===== src/rtl/mc_ctrl_fsm.sv =====
// Multi-cycle instruction sequencer: FETCH/DECODE/EXEC/MEM/WB with memory handshakes,
// wait timeouts, sticky trap and retired-instruction counter.
module mc_ctrl_fsm #(
    parameter int ALUOP_W = 4,
    parameter int TIMEOUT = 16,
    parameter int CNT_W   = 32
) (
    input  logic               clk,
    input  logic               rst,
    input  logic [5:0]         op,
    input  logic [5:0]         funct,
    input  logic               zero,
    input  logic               imem_ack,
    input  logic               dmem_ack,
    output logic               imem_req,
    output logic               dmem_req,
    output logic               mem_write,
    output logic               ir_write,
    output logic               pc_write,
    output logic               reg_write,
    output logic [ALUOP_W-1:0] aluop,
    output logic               s_ext,
    output logic               s_a,
    output logic               s_b,
    output logic [1:0]         s_num_write,
    output logic [1:0]         s_data_write,
    output logic [1:0]         s_npc,
    output logic [2:0]         state,
    output logic               trap,
    output logic [1:0]         trap_cause,
    output logic [CNT_W-1:0]   retire_cnt
);
    typedef enum logic [2:0] {
        S_FETCH = 3'd0, S_DECODE = 3'd1, S_EXEC = 3'd2,
        S_MEM = 3'd3, S_WB = 3'd4, S_TRAP = 3'd5
    } state_t;
    typedef enum logic [2:0] {C_ALU, C_JAL, C_LW, C_SW, C_BEQ, C_J, C_JR} cls_t;

    localparam logic [1:0] NUM_RT = 2'd0, NUM_RD = 2'd1, NUM_R31 = 2'd2;
    localparam logic [1:0] DW_ALU = 2'd0, DW_MEM = 2'd1, DW_NPC = 2'd2;
    localparam logic [1:0] N_NPC = 2'd0, BEQ_NPC = 2'd1, J_NPC = 2'd2, JR_NPC = 2'd3;
    localparam logic [3:0] ALU_ADD = 4'd0, ALU_SUB = 4'd1, ALU_AND = 4'd2, ALU_OR = 4'd3,
                           ALU_SLT = 4'd4, ALU_SLL = 4'd5, ALU_LUI = 4'd6;
    localparam int WCNT_W = (TIMEOUT > 1) ? $clog2(TIMEOUT) : 1;
    localparam logic [WCNT_W-1:0] WLAST = WCNT_W'((TIMEOUT == 0) ? 0 : TIMEOUT - 1);

    state_t              state_q;
    cls_t                cls_q;
    logic [3:0]          alu_q;
    logic                ext_q, sa_q, sb_q;
    logic [1:0]          num_q, data_q, npc_q;
    logic [WCNT_W-1:0]   wcnt_q;
    logic                trap_q;
    logic [1:0]          cause_q;
    logic [CNT_W-1:0]    retire_q;

    logic       dec_legal, dec_ext, dec_a, dec_b;
    cls_t       dec_cls;
    logic [3:0] dec_alu;
    logic [1:0] dec_num, dec_data, dec_npc;
    logic       retire;
    logic       wait_expired;

    // Single-cycle decode table, captured into the latched selects during DECODE.
    always_comb begin
        dec_legal = 1'b1;
        dec_cls   = C_ALU;
        dec_alu   = ALU_ADD;
        dec_ext   = 1'b1;
        dec_a     = 1'b0;
        dec_b     = 1'b1;
        dec_num   = NUM_RT;
        dec_data  = DW_ALU;
        dec_npc   = N_NPC;
        case (op)
            6'h00: begin
                dec_b   = 1'b0;
                dec_num = NUM_RD;
                case (funct)
                    6'h20, 6'h21: dec_alu = ALU_ADD;
                    6'h23:        dec_alu = ALU_SUB;
                    6'h24:        dec_alu = ALU_AND;
                    6'h25:        dec_alu = ALU_OR;
                    6'h2A:        dec_alu = ALU_SLT;
                    6'h00: begin dec_alu = ALU_SLL; dec_a = 1'b1; end
                    6'h08: begin dec_cls = C_JR; dec_npc = JR_NPC; end
                    default:      dec_legal = 1'b0;
                endcase
            end
            6'h08, 6'h09: dec_alu = ALU_ADD;
            6'h0C: begin dec_alu = ALU_AND; dec_ext = 1'b0; end
            6'h0D: begin dec_alu = ALU_OR;  dec_ext = 1'b0; end
            6'h0F: begin dec_alu = ALU_LUI; dec_ext = 1'b0; end
            6'h23: begin dec_cls = C_LW; dec_data = DW_MEM; end
            6'h2B: dec_cls = C_SW;
            6'h02: begin dec_cls = C_J; dec_npc = J_NPC; end
            6'h03: begin
                dec_cls  = C_JAL;
                dec_npc  = J_NPC;
                dec_num  = NUM_R31;
                dec_data = DW_NPC;
            end
            6'h04: begin dec_cls = C_BEQ; dec_alu = ALU_SUB; dec_b = 1'b0; dec_npc = BEQ_NPC; end
            default: dec_legal = 1'b0;
        endcase
    end

    assign wait_expired = (TIMEOUT != 0) && (wcnt_q == WLAST);

    always_comb begin
        imem_req  = 1'b0;
        dmem_req  = 1'b0;
        mem_write = 1'b0;
        ir_write  = 1'b0;
        pc_write  = 1'b0;
        reg_write = 1'b0;
        retire    = 1'b0;
        s_npc     = npc_q;
        if (!rst) begin
            case (state_q)
                S_FETCH: begin
                    imem_req = 1'b1;
                    ir_write = imem_ack;
                end
                S_EXEC: begin
                    if (cls_q == C_BEQ || cls_q == C_J || cls_q == C_JR) begin
                        pc_write = 1'b1;
                        retire   = 1'b1;
                    end
                    if (cls_q == C_BEQ && !zero) s_npc = N_NPC;
                end
                S_MEM: begin
                    dmem_req  = 1'b1;
                    mem_write = (cls_q == C_SW);
                    if (dmem_ack && cls_q == C_SW) begin
                        pc_write = 1'b1;
                        retire   = 1'b1;
                    end
                end
                S_WB: begin
                    reg_write = 1'b1;
                    pc_write  = 1'b1;
                    retire    = 1'b1;
                end
                default: ;
            endcase
        end
    end

    always_ff @(posedge clk) begin
        if (rst) begin
            state_q  <= S_FETCH;
            cls_q    <= C_ALU;
            alu_q    <= '0;
            ext_q    <= 1'b0;
            sa_q     <= 1'b0;
            sb_q     <= 1'b0;
            num_q    <= '0;
            data_q   <= '0;
            npc_q    <= '0;
            wcnt_q   <= '0;
            trap_q   <= 1'b0;
            cause_q  <= '0;
            retire_q <= '0;
        end else begin
            if (retire) retire_q <= retire_q + 1'b1;
            case (state_q)
                S_FETCH: begin
                    if (imem_ack) state_q <= S_DECODE;
                    else if (wait_expired) begin
                        state_q <= S_TRAP;
                        trap_q  <= 1'b1;
                        cause_q <= 2'b10;
                    end else wcnt_q <= wcnt_q + 1'b1;
                end
                S_DECODE: begin
                    if (dec_legal) begin
                        state_q <= S_EXEC;
                        cls_q   <= dec_cls;
                        alu_q   <= dec_alu;
                        ext_q   <= dec_ext;
                        sa_q    <= dec_a;
                        sb_q    <= dec_b;
                        num_q   <= dec_num;
                        data_q  <= dec_data;
                        npc_q   <= dec_npc;
                    end else begin
                        state_q <= S_TRAP;
                        trap_q  <= 1'b1;
                        cause_q <= 2'b01;
                    end
                end
                S_EXEC: begin
                    wcnt_q <= '0;
                    case (cls_q)
                        C_BEQ, C_J, C_JR: state_q <= S_FETCH;
                        C_LW, C_SW:       state_q <= S_MEM;
                        default:          state_q <= S_WB;
                    endcase
                end
                S_MEM: begin
                    if (dmem_ack) begin
                        wcnt_q  <= '0;
                        state_q <= (cls_q == C_SW) ? S_FETCH : S_WB;
                    end else if (wait_expired) begin
                        state_q <= S_TRAP;
                        trap_q  <= 1'b1;
                        cause_q <= 2'b11;
                    end else wcnt_q <= wcnt_q + 1'b1;
                end
                S_WB: begin
                    wcnt_q  <= '0;
                    state_q <= S_FETCH;
                end
                S_TRAP: ;
                default: begin
                    state_q <= S_TRAP;
                    trap_q  <= 1'b1;
                    cause_q <= 2'b01;
                end
            endcase
        end
    end

    assign aluop        = ALUOP_W'(alu_q);
    assign s_ext        = ext_q;
    assign s_a          = sa_q;
    assign s_b          = sb_q;
    assign s_num_write  = num_q;
    assign s_data_write = data_q;
    assign state        = state_q;
    assign trap         = trap_q;
    assign trap_cause   = cause_q;
    assign retire_cnt   = retire_q;
endmodule


===== config.mk =====
export PLATFORM = sky130hd
export DESIGN_NAME = mc_ctrl_fsm
export DESIGN_NICKNAME = d
export VERILOG_FILES = /design/src/rtl/mc_ctrl_fsm.sv
export SDC_FILE = /design/constraint.sdc
export NUM_CORES = 1
export LEC_CHECK = 0
export BUFFER_PORTS_ARGS = -buffer_cell sky130_fd_sc_hd__buf_2
export CORE_MARGIN = 3
export CORE_UTILIZATION = 51
export CTS_BUF_LIST = sky130_fd_sc_hd__clkbuf_4 sky130_fd_sc_hd__clkbuf_8
export DETAILED_ROUTE_END_ITERATION = 8
export GPL_TIMING_DRIVEN = 0
export PLACE_DENSITY = 0.8
export SLEW_MARGIN = 40
export SYNTH_ARGS = -nofsm -noshare
export SYNTH_HDL_FRONTEND = slang
export SYNTH_SLANG_ARGS = --single-unit

===== constraint.sdc =====
create_clock -name clk -period 2.15 [get_ports clk]
set_clock_uncertainty 0.2 [all_clocks]
set_input_delay 0.215 -clock clk [delete_from_list [all_inputs] [get_ports clk]]
set_output_delay 0.215 -clock clk [all_outputs]
set_load 0.005 [all_outputs]

[After elaboration in Yosys (flattened, before gate mapping)]
Cells that the tools add are included.
Storage, ports and cells
  flip-flop bits (word level): 58
  latch bits: 0
  memory bits (writable): 0
  ROM bits: 0
  bits of input ports: 17
  output and inout port bits: 57
  word-level logic and storage cells: 124
  memories: 0
Cells by class
  $add $sub $neg: 2
  $mul: 0
  divide/modulo/power cells: 0
  $lt $le $gt $ge: 0
  equality and inequality tests: 33
  shifts and indexed selects: 0
  mux-type cells: 53
  bitwise operators: 1
  reductions and logical operators: 22
Operators by type and width (number)
  $eq 6x6->1 const B: 8
  $eq 6x4->1 const B: 6
  $pmux 3 s6: 2
  $add 32x1->32 const B: 1
  $pmux 3 s5: 2
  $mux 1: 22
  $mux 2: 9
  $mux 3: 6
  $eq 3x3->1 const B: 5
  $eq 3x2->1 const B: 4
  $eq 6x2->1 const B: 2
  $logic_not 6->1: 2
  $mux 4: 3
  $pmux 4 s3: 1
  $ne 2x2->1 const B: 5
  $reduce_or 10->1: 1
  $reduce_or 3->1: 3
  $pmux 2 s2: 2
  $pmux 2 s4: 1
  $reduce_or 2->1: 4
  $reduce_or 8->1: 1
  $eq 6x3->1 const B: 1
  $pmux 2 s3: 1
  $pmux 3 s2: 1
  15 further kinds: 18

[Depth between registers and ports, before layout]
  depth after elaboration: 6
  gate-level depth with buffers: 8
  depth with buffers taken out: 6

[Least setup slack after synthesis]
No wires, ideal clock.
  path type: input to register
  start: input op[5]
  end: register cause_q[0], in the netlist trap_cause[0]
  library setup time: 115 ps
  arrival time: 2013 ps
  data required time: 1835 ps
  path slack: -177 ps
  stages: 7
  path buffers: 2
  cells stage by stage: clkbuf_1 > or4_4 > or4_4 > nor3b_4 > o21ai_4 > buf_6 > o21a_1
On the way
  cells in the longest elaborated chain, start to end: 5
  elaborated cells between the ends (all ways): 15
RTL lines
  from (decl): line 10  | input logic [5:0] op,
  $eq 6x3->1 (tied with other cells): line 75  | case (op)
  $reduce_or 10->1 (no source line)
  $pmux 1 s2 *: line 75
  $ne 2x2->1 (no source line) *
  $reduce_and 6->1 (no source line) *
  to (signal assigned): line 163  | cause_q <= '0;
  to (signal assigned): line 173  | cause_q <= 2'b10;
  to (signal assigned): line 190  | cause_q <= 2'b01;
  to (decl): line 54  | logic [1:0] cause_q;
Every way passes the cells marked *; elsewhere a longest branch is shown, timed or not.
A chain may end at the register's enable or synchronous reset.

[Final worst setup path]
  start: register state_q[0], in the netlist state[0]
  end: register retire_q[30], in the netlist retire_cnt[30]
On the way
  cells in the longest elaborated chain, start to end: 3
  elaborated cells between the ends (all ways): 5
RTL lines
  from (decl): line 47  | state_t state_q;
  from (signal assigned): line 204  | state_q <= (cls_q == C_SW) ? S_FETCH : S_WB;
  $eq 3x3->1 or $eq 3x2->1 (tied branches): line 120  | case (state_q)
  $pmux 1 s3 *: line 120
  $mux 1 *: line 119  | if (!rst) begin
  to (signal assigned): line 166  | if (retire) retire_q <= retire_q + 1'b1;
  to (decl): line 55  | logic [CNT_W-1:0] retire_q;
Marked as above.

==> impl_metrics.json <==
{
  "wl_per_cell_um": 16.6,
  "dpl.cell_count": 530,
  "cp-start-kind": "register",
  "hold_viol": 0,
  "area_growth_pct": 31.1,
  "cts-root-buf": "clkbuf_8",
  "ir_worst_vdd_v": 0.000307,
  "cts_buffer_depth": 2,
  "setup_ws_ns": 0.0270,
  "synth_cells": 388,
  "ys.flop_type": "dfxtp_1",
  "io-pin-count": 74,
  "drt-pass1-iter-count": 5,
  "holdWs_ns": 0.114,
  "vias": 3446,
  "overflow": 0,
  "nets": 498,
  "drt_iter0_drc": 303,
  "grt_pass1_wl_um": 13700,
  "fp.dieW_um": 85.7,
  "r2r_cells": 6,
  "maxCapViolCount": 0,
  "clock_sinks": 56,
  "crit_family": "simple AND/OR/NAND/NOR gates",
  "cp_max_fo": 6,
  "status": "completed",
  "ff_latch_area_mm2": 0.00115,
  "routed_wl_um": 9180,
  "cts_tree": "done",
  "multi_input_comb_area_mm2": 0.00214,
  "clk_latency_ns": 0.32,
  "antenna_left": 0,
  "max_stage_delay_ns": 0.39,
  "ys_seq_elements": 56,
  "setup_violations": 0,
  "layout.cells.non_filler": 554,
  "path_cells": "nor4b_4, o21ba_4, a21o_4, buf_4, or4_1, a21oi_1",
  "viasPerCell": 6.22,
  "end_kind": "register",
  "synth_edf_count": 0,
  "path_depth": 6,
  "diodes": 0,
  "rsz0062_at_grt": "true",
  "relSlewSlack": 0.562,
  "p_leak_nw": 1.68,
  "postSynthAreaPerCell_um2": 8.35,
  "holdPathStages": 4,
  "die-area_mm2": 0.00734,
  "place_ws_ns": -0.362,
  "async_reset_ff_frac": 0,
  "cp_slowest_cell": "or4_1",
  "yosysWarnings": 0,
  "dpl.hpwl_um": 6010,
  "grt_use_total": 0.227,
  "antenna_found_initial": 0,
  "yosysSeqAreaShare": 0.346,
  "route.detailed.drc": 0,
  "worstSetupPathType": "register to register",
  "die_height_um": 85.7,
  "rows": 28,
  "mappedNetlistArea_mm2": 0.00324,
  "syn-num-nets": 407,
  "fmax_mhz": 471,
  "fin_crit_sh": 0.987,
  "min_period_ns": 2.12,
  "start_util": 0.537,
  "drive_gt1_frac": 0.349,
  "cts_htree_levels": 2,
  "place_congestion": 0.903,
  "port_buffers": 67,
  "hp-class": "input pin to register",
  "grt_max_degree": 17,
  "power_density_mw_per_mm2": 535,
  "core_region_area_mm2": 0.00603,
  "arrival_ns": 2.17,
  "grt_pass1_vias": 2940,
  "cts_buffers": 5,
  "slew_violations": 0,
  "synth.distinct_cells": 65,
  "clk_pin_slew_ns": 0.09,
  "worstPathRequired_ns": 2.20,
  "cp_num_buf_inv": 1,
  "nFillCells": 464,
  "tightest_slew_ns": 0.651
}
-- routing by layer --
| metal | vias to the layer above | wire (um) | global-route usage |
|---|---|---|---|
| li1 | 1644 | - | - |
| met1 | 1658 | 4020 | 0.291 |
| met2 | 130 | 4500 | 0.384 |
| met3 | 14 | 537 | 0.0432 |
| met4 | 0 | 121 | 0.0734 |
| met5 | - | 0 | 0 |
-- through the flow --
step | power (mW) | util | TNS [ns] | area, um2
after global routing | 2.36 | 0.705 | -0.243 | 4250
after CTS | 2.26 | 0.656 | 0 | 3950
final | 2.27 | 0.705 | 0 | 4250
after floorplan | 1.34 | - | -2.20 | 3260
after detailed placement | 1.44 | 0.612 | -10.07 | 3690
after global placement | 1.43 | 0.612 | -9.23 | 3690
-- kinds of logic (layout without fill, tap and decap cells) --
family,Yosys count,count (layout),synth area share
flip-flops,56,56,0.346
adder cells (fa/ha/maj),2,2,0.00773
XOR/XNOR,19,19,0.0514
buffers and inverters,39,129,0.0525
multiplexers,12,12,0.0390
other,1,1,0.00116
AND/OR/NAND/NOR,165,165,0.295
AO/OA/AOI/OAI,94,95,0.207
-- repair_timing --
item                                    CTS  global route
hold buffers                              1             0
pin swaps                                 4             5
setup buffers                             2            14
cloned                                    0             3
endpoints found under the hold margin     1             0
endpoints found under the setup margin   26            32
gates resized for setup                  43            48
-- cell type report --
| cell class | count | share of cell area |
|---|---|---|
| plain buffers | 27 | 0.0419 |
| clock buffers | 5 | 0.0162 |
| clock inverters | 2 | 0.0141 |
| inverters | 9 | 0.00796 |
| multi-input cells | 294 | 0.504 |
| flip-flops and latches | 56 | 0.271 |
| well taps | 75 | 0.0221 |
| repair buffers | 86 | 0.122 |
-- worst min-delay path: stages --
cell	delay (ns)
buf_8	0.11
nand3_1	0.10
or3_1	0.11
mux2i_1	0.05
-- Yosys cell counts, types with 3 or more instances --
library cell | number | share of area
dfxtp_1 | 56 | 0.35
nand2_1 | 31 | 0.036
nor2_1 | 29 | 0.034
clkbuf_1 | 24 | 0.028
a21oi_1 | 22 | 0.034
nand3_1 | 15 | 0.023
o31ai_1 | 14 | 0.032
xnor2_1 | 12 | 0.032
nand4_1 | 11 | 0.021
or4_1 | 11 | 0.026
and3_1 | 10 | 0.019
nor2b_1 | 10 | 0.019
o21ai_0 | 10 | 0.015
inv_1 | 9 | 0.010
a2111oi_0 | 7 | 0.019
a211oi_1 | 7 | 0.016
and4_1 | 7 | 0.019
mux2i_1 | 7 | 0.022
xor2_1 | 7 | 0.019
mux2_2 | 5 | 0.017
nand2b_1 | 5 | 0.0097
nor4_1 | 5 | 0.0097
a221oi_1 | 4 | 0.011
nor3_1 | 4 | 0.0062
a21boi_0 | 3 | 0.0070
a31oi_1 | 3 | 0.0058
nand3b_1 | 3 | 0.0070
o2111ai_1 | 3 | 0.0081
or3_1 | 3 | 0.0058
-- power by group --
| part | internal, mW | leakage (nW) | switching, mW |
|---|---|---|---|
| Combinational | 0.164 | 1.15 | 0.208 |
| Clock | 0.459 | 0.0642 | 0.342 |
| Sequential | 1.06 | 0.460 | 0.0379 |
| Total | 1.68 | 1.68 | 0.587 |
-- placed cells by master (no fill, tap or decap), types with 5 or more instances in the layout --
cell,netlist,routed
nand3_1,15,15
and3_1,10,10
buf_2,1,68
dfxtp_2,0,7
a21oi_1,22,19
dfxtp_1,56,43
dfxtp_4,0,6
nand4_1,11,11
nor2b_1,10,9
nor2_1,29,28
and4_4,0,5
xnor2_1,12,12
buf_4,2,19
mux2i_1,7,7
nand2_1,31,30
o31ai_1,14,12
xor2_1,7,7
nand2b_1,5,5
inv_1,9,9
a211oi_1,7,6
clkbuf_1,24,11
mux2_2,5,5
or4_1,11,9
clkbuf_8,0,5
o21ai_0,10,9
-- registers in the layout (all words and copies together) (netlist names) --
register and flops:
aluop 3, cls_q 3, npc_q 2, retire_cnt 32, state 3, s_data_write 1, trap 1, s_b 1
s_a 1, s_ext 1, wcnt_q 4, s_num_write 2, trap_cause 2
-- path summary, 6_finish.rpt --
kind                         startpoint                      endpoint  slack [ns]
setup / recovery  state[0]$_SDFFE_PP0P_   retire_cnt[30]$_SDFFE_PP0P_        0.03
setup reg to reg  state[0]$_SDFFE_PP0P_   retire_cnt[30]$_SDFFE_PP0P_        0.03
hold reg to reg   aluop[2]$_SDFFE_PP0P_         aluop[2]$_SDFFE_PP0P_        0.27
hold / removal                    op[0]  s_data_write[0]$_SDFFE_PP0P_        0.11
(Power assumes the default switching activity.)
